$ cat src/rtl/operand_shift_harness.sv
// Serial-load operand shifter for compressor-tree test.
// Loads NUM_OPS operands bit-serially, presents them as a flat bus, registers the
// compressor result and folds every valid result into a MISR signature.
module operand_shift_harness #(
  parameter int unsigned           NUM_OPS   = 23,
  parameter int unsigned           OP_WIDTH  = 23,
  parameter int unsigned           RES_WIDTH = 29,
  parameter logic [RES_WIDTH-1:0]  POLY      = 29'h0000_0005,
  parameter int unsigned           CNT_W     = 16
) (
  input  logic                          clk,
  input  logic                          rst,
  input  logic                          en,
  input  logic                          clr,
  input  logic                          sig_clr,
  input  logic [NUM_OPS-1:0]            ser_in,
  output logic [NUM_OPS*OP_WIDTH-1:0]   ops_flat,
  output logic                          ops_valid,
  input  logic [RES_WIDTH-1:0]          res_in,
  output logic [RES_WIDTH-1:0]          res_q,
  output logic                          res_vld,
  output logic [RES_WIDTH-1:0]          sig,
  output logic [CNT_W-1:0]              sig_cnt
);

  localparam int unsigned FillW = $clog2(OP_WIDTH + 1);
  localparam logic [FillW-1:0] FillFull = FillW'(OP_WIDTH);

  logic [NUM_OPS*OP_WIDTH-1:0] ops_q, ops_d, ops_shifted;
  logic [FillW-1:0]            fill_cnt_q, fill_cnt_d;
  logic                        ops_valid_q, ops_valid_d;
  logic                        shifted_q, shifted_d;
  logic [RES_WIDTH-1:0]        res_q_q;
  logic                        res_vld_q, res_vld_d;
  logic [RES_WIDTH-1:0]        sig_q, sig_d;
  logic [CNT_W-1:0]            sig_cnt_q, sig_cnt_d;

  // Each operand shifts left by one, taking its serial bit into the LSB.
  always_comb begin
    ops_shifted = '0;
    for (int i = 0; i < NUM_OPS; i++) begin
      ops_shifted[i*OP_WIDTH +: OP_WIDTH] = {ops_q[i*OP_WIDTH +: OP_WIDTH-1], ser_in[i]};
    end
  end

  // Operand and fill-count next state; clr overrides en.
  always_comb begin
    ops_d      = ops_q;
    fill_cnt_d = fill_cnt_q;
    if (clr) begin
      ops_d      = '0;
      fill_cnt_d = '0;
    end else if (en) begin
      ops_d = ops_shifted;
      if (fill_cnt_q != FillFull) begin
        fill_cnt_d = fill_cnt_q + FillW'(1);
      end
    end
    ops_valid_d = (fill_cnt_d == FillFull);
    shifted_d   = en & ~clr;
    // A result is valid one cycle after a shift that left the operands loaded.
    res_vld_d   = ops_valid_q & shifted_q;
  end

  // MISR fold of the registered result; sig_clr drops a coincident sample.
  always_comb begin
    sig_d     = sig_q;
    sig_cnt_d = sig_cnt_q;
    if (sig_clr) begin
      sig_d     = '0;
      sig_cnt_d = '0;
    end else if (res_vld_q) begin
      sig_d = {sig_q[RES_WIDTH-2:0], 1'b0} ^ (sig_q[RES_WIDTH-1] ? POLY : '0) ^ res_q_q;
      if (sig_cnt_q != '1) begin
        sig_cnt_d = sig_cnt_q + CNT_W'(1);
      end
    end
  end

  // All state registers; synchronous reset wins over everything.
  always_ff @(posedge clk) begin
    if (rst) begin
      ops_q       <= '0;
      fill_cnt_q  <= '0;
      ops_valid_q <= 1'b0;
      shifted_q   <= 1'b0;
      res_q_q     <= '0;
      res_vld_q   <= 1'b0;
      sig_q       <= '0;
      sig_cnt_q   <= '0;
    end else begin
      ops_q       <= ops_d;
      fill_cnt_q  <= fill_cnt_d;
      ops_valid_q <= ops_valid_d;
      shifted_q   <= shifted_d;
      res_q_q     <= res_in;
      res_vld_q   <= res_vld_d;
      sig_q       <= sig_d;
      sig_cnt_q   <= sig_cnt_d;
    end
  end

  assign ops_flat  = ops_q;
  assign ops_valid = ops_valid_q;
  assign res_q     = res_q_q;
  assign res_vld   = res_vld_q;
  assign sig       = sig_q;
  assign sig_cnt   = sig_cnt_q;

endmodule

$ cat config.mk
export PLATFORM = sky130hd
export DESIGN_NAME = operand_shift_harness
export DESIGN_NICKNAME = d
export VERILOG_FILES = /design/src/rtl/operand_shift_harness.sv
export SDC_FILE = /design/constraint.sdc
export NUM_CORES = 1
export LEC_CHECK = 0
export BUFFER_PORTS_ARGS = -buffer_cell sky130_fd_sc_hd__buf_2
export CAP_MARGIN = 40
export CORE_AREA = 2 2 257 259
export DETAILED_ROUTE_END_ITERATION = 6
export DIE_AREA = 0 0 259 261
export PLACE_DENSITY = 0.53
export SYNTH_ARGS = -nofsm -noshare
export SYNTH_HDL_FRONTEND = slang
export SYNTH_SLANG_ARGS = --single-unit
$ cat constraint.sdc
create_clock -name clk -period 3 [get_ports clk]
set_input_delay 0.3 -clock clk [delete_from_list [all_inputs] [get_ports clk]]
set_output_delay 0.3 -clock clk [all_outputs]
set_load 0.01 [all_outputs]
# ---- Word-level counts from Yosys, hierarchy flattened
# Index checks and enable logic that the tools add are counted.
dict set report classes {
  addsub 2
  n_mul 0
  n_div 0
  magnitude_cmp 0
  n_eq_ne 3
  n_shift 0
  mux 4
  bitwise 5
  n_reduce_logical 3
}
# op count
set op_table {}
lappend op_table {{$xor A29 B29 Y29} 1}
lappend op_table {{$xor A29 B3 Y29} 1}
lappend op_table {{$add A16 B1 Y16 const B} 1}
lappend op_table {{$ne A16 B16 Y1 const B} 1}
lappend op_table {{$mux W5} 3}
lappend op_table {{$add A5 B1 Y5 const B} 1}
lappend op_table {{$eq A5 B5 Y1 const B} 1}
lappend op_table {{$ne A5 B5 Y1 const B} 1}
lappend op_table {{$reduce_or A2 Y1} 2}
lappend op_table {{$mux W3} 1}
lappend op_table {{$and A1 B1 Y1} 2}
lappend op_table {{$reduce_and A2 Y1} 1}
lappend op_table {{$not A1 Y1} 1}
dict set report totals {
  reg_bits 611
  latchBits 0
  mem_bits_rw 0
  mem_bits_ro 0
  inputBits 57
  out_inout_bits 605
  word_cells 25
  memories 0
}

# ---- Logic depth before layout (Yosys ltp)
dict set report depth {
  ltp_word 5
  depth_mapped 6
}

# ---- Worst setup path before layout
# Ideal clock, no wire load.
dict set report synth_path {
  path_type {reg-to-reg}
  startpoint {register sig_cnt_q[0], in the netlist sig_cnt[0]}
  endpoint {register sig_cnt_q[6], in the netlist sig_cnt[6]}
  setup_time_ns 0.115
  arrival_ns 1.539
  setup_slack_ns 1.346
  stages_incl_launch_ff 7
  path_buffers 1
  synth_period_minus_slack_ns 1.654
  path_cell_list {dfxtp_1 ha_1 nand3_1 nor4b_4 buf_4 nor4_1 o21a_1}
}
dict set report synth_between {
  elab_chain_len 2
  word_cells_on_any_way 3
  cone_classes {add/sub: 1; eq/ne: 1; reduce/logical: 1}
}
# item line_no
set synth_rtl {}
lappend synth_rtl {{from (decl)} 36} ;# logic [CNT_W-1:0] sig_cnt_q, sig_cnt_d;
lappend synth_rtl {{from (signal assigned)} 99} ;# sig_cnt_q <= sig_cnt_d;
lappend synth_rtl {{parallel branches: the longest is 2 deep, another holds $add A16 B1 Y16} n/a}
# Several ways; the timed one is not identified.
# A chain may end at the register's enable or synchronous reset.

# ---- Worst setup path in the final report
dict set report layout_path {
  startpoint {register res_vld_q, in the netlist res_vld}
  endpoint {output port res_vld}
}
# item line_no
set layout_rtl {}
lappend layout_rtl {{from (decl)} 34} ;# logic res_vld_q, res_vld_d;
lappend layout_rtl {{from (signal assigned)} 97} ;# res_vld_q <= res_vld_d;
lappend layout_rtl {{to (decl)} 21} ;# output logic res_vld,
# No word-level cell between the ends.

==> flow_metrics.env <==
export IMPL_synthArstFlopShare_pct=0
export IMPL_syn_nets=2092
export IMPL_drt_iter0_markers=908
export IMPL_crit_path_cell_trace="buf_4, buf_2"
export IMPL_min_period_ns=2.116
export IMPL_hold_violations=0
export IMPL_gr_total_overflow=0
export IMPL_gr_usage_all_layers_pct=17.91
export IMPL_syn_cell_area_um2=21620
export IMPL_die_h_um=261
export IMPL_setup_ws_ns=0.8838
export IMPL_cp_max_fo=60
export IMPL_clock_path_buffers=3
export IMPL_met3_length_mm=5.362
export IMPL_antennaDiodeCount=0
export IMPL_clockRootBuffer="clkbuf_16"
export IMPL_rr_worst_depth=5
export IMPL_ant_nets=0
export IMPL_rsz0062_at_grt="false"
export IMPL_post_dp_hpwl_mm=46.62
export IMPL_max_freq_mhz=472.6
export IMPL_maxCapViolations=0
export IMPL_pre_cts_slack_ns=1.079
export IMPL_finalCritPeriodShare_pct=70.54
export IMPL_crit_slowest_cell="buf_4"
export IMPL_die_area_um2=67600
export IMPL_final_nets=2777
export IMPL_max_vdd_ir_drop_v=0.0004356
export IMPL_cp_slowest_stage_delay_ns=0.52
export IMPL_placed_area_um2=25890
export IMPL_start_util_pct=33.25
export IMPL_outcome="complete, no violations"
export IMPL_synth_flop_cell="dfxtp_1"
export IMPL_cts_clk_slew_worst_paths_ns=0.06
export IMPL_dr_wl_met2_mm=30.40
export IMPL_tns_ns=0
export IMPL_synth_edf_count=0
export IMPL_holdPathStages=2
export IMPL_cp_start_kind="register"
export IMPL_vias=16619
export IMPL_r2r_end="sig_cnt[6]"
export IMPL_clkLatencyLatePin_ns=0.59
export IMPL_vias_per_cell=4.582
export IMPL_p_leak_nw=13.76
export IMPL_worstSetupPathType="reg2out"
export IMPL_grt_first_pass_wirelength_mm=95.34
export IMPL_first_global_vias=16128
export IMPL_drtPass1Iterations=4
export IMPL_power_density_nw_per_um2=605.1
export IMPL_io_pins=662
export IMPL_finalSetupViolations=0
export IMPL_worstHoldPathType="in2reg"
export IMPL_max_slew_margin_pct=57.31
export IMPL_worst_pin_slew_ns=0.6376
export IMPL_cts_sink_count=611
export IMPL_antenna_found_initial=0
export IMPL_die_w_um=259
export IMPL_area_growth_pct=32.75
export IMPL_cp_arrival_ns=1.82
export IMPL_r2r_start="sig_cnt[0]"
export IMPL_cp_end_kind="output port"
export IMPL_synth_cell_type_count=41
export IMPL_worstPathRequired_ns=2.70
export IMPL_drc_errors=0
export IMPL_finalInstanceArea_um2=28700
export IMPL_cts_htree_levels=3
export IMPL_port_buffers=661
export IMPL_skew_ns=0.01602
export IMPL_yosysSeqAreaShare_pct=56.57
export IMPL_cts_tree="done"
export IMPL_core_area_um2=65040
export IMPL_yosysWarnings=0
export IMPL_wl_mm=63.92
export IMPL_holdPathEnd="res_q[23]"
export IMPL_gp_congestion=0.9239
export IMPL_r2r_setup_slack_ns=1.07
export IMPL_cts_buffers=68
export IMPL_fp_row_count=94
export IMPL_ys_ff_latch=611
export IMPL_synth_cells=2033
export IMPL_top_layer="met4"
export IMPL_wl_per_cell_um=17.62
export IMPL_final_layout_size_suffix_gt1_share_pct=29.32
export IMPL_avgSynthCellArea_um2=10.64
export IMPL_holdWs_ns=0.05376
export IMPL_wl_met1_mm=25.56
export IMPL_grt_max_degree=96
export IMPL_slew_violations=0
export IMPL_hp_start="res_in[23]"
export IMPL_postLayoutCoreUtil_pct=44.13
## synthesized netlist by cell type (6+ instances only)
| cell type | count | share of area [%] |
|---|---|---|
| mux2i_1 | 533 | 25 |
| clkbuf_1 | 46 | 0.80 |
| nand2_1 | 11 | 0.19 |
| buf_2 | 87 | 2.0 |
| a21oi_1 | 13 | 0.30 |
| nand4_1 | 7 | 0.20 |
| a211oi_1 | 29 | 1.0 |
| nor2_1 | 566 | 9.8 |
| dfxtp_1 | 611 | 57 |
| nor2b_1 | 29 | 0.84 |
| xnor2_1 | 31 | 1.3 |
| nand3_1 | 6 | 0.14 |
## repair_timing
item,CTS,global route
buffers inserted,0,0
hold endpoints to repair,53,0
hold buffers,53,0
resized for setup,0,0
## critical path, delay by kind of cell, from the launching register on
| kind | cells | cell delay [ns] |
|---|---|---|
| DFF | 1 | 0.44 |
| buffers and inverters | 2 | 0.76 |
## stage by stage
step           power (mW)  instances
6_report            17.37       3627
5_1_grt             18.02       3627
4_1_cts             17.64       3627
3_5_place_dp        9.042       3459
3_3_place_gp        9.030       3458
2_1_floorplan       8.839       2033
## layout by cell type (no fill, tap or decap), types with 3 or more instances in the layout
master         instances
o21ai_1                5
nor3_1                 5
clkbuf_16             70
nand3_1                6
o31ai_1                4
buf_2                660
o21a_1                 3
a211oi_1              29
a21oi_1               13
dfxtp_1              610
or3_1                  5
clkinv_2               7
nor2_1               566
nor2b_1               29
clkbuf_1              11
xnor2_1               31
inv_1                  5
bufinv_16              5
buf_12                16
nand2_1               11
or4_1                  4
and4_1                 3
nand4_1                7
buf_4                 20
dlygate4sd3_1         53
mux2i_1              533
clkbuf_8              18
## state kept, by name, summed over array words and instances (netlist names)
| signal | count |
|---|---|
| fill_cnt_q | 5 |
| ops_flat | 529 |
| ops_valid | 1 |
| res_q | 29 |
| res_vld | 1 |
| shifted_q | 1 |
| sig | 29 |
| sig_cnt | 16 |
## area by class of cell
cell class / instances / area (um^2)
clock buffer: 99 / 2041
clock inverter: 16 / 239.0
fill: 6233 / 36340
inverter: 5 / 18.77
multi-input combinational: 1281 / 8745
sequential: 611 / 12230
tap: 864 / 1081
timing repair buffer: 751 / 4347
## report_power, final
group	switching, mW	internal [mW]
logic	0.403	0.325
clock network	3.31	5.15
registers	0.0320	8.15
## routing by layer
metal	vias to the layer above	track usage, %
met4	0	8.253
li1	8195	-
met5	-	0
met1	7793	20.12
met2	501	30.43
met3	130	6.388
## cell families after synthesis
family / after synthesis / synth area share, %
multiplexers: 533 / 24.67
XOR/XNOR: 32 / 1.296
buffers and inverters: 141 / 3.003
adder cells (fa/ha/maj): 2 / 0.1157
AO/OA/AOI/OAI: 62 / 1.979
flip-flops: 611 / 56.57
AND/OR/NAND/NOR: 652 / 12.37
## worst max-delay path by stage
stage	start	to	slack [ns]
finish	res_vld	res_vld	0.88
detailed placement	sig_cnt[0]	sig_cnt[6]	1.08
global route	res_vld	res_vld	0.76
CTS	res_vld	res_vld	0.85
global placement	sig_cnt[0]	sig_cnt[3]	1.15
floorplan	sig_cnt[0]	sig_cnt[6]	1.35
No activity file was read; power rests on OpenSTA's default activity.
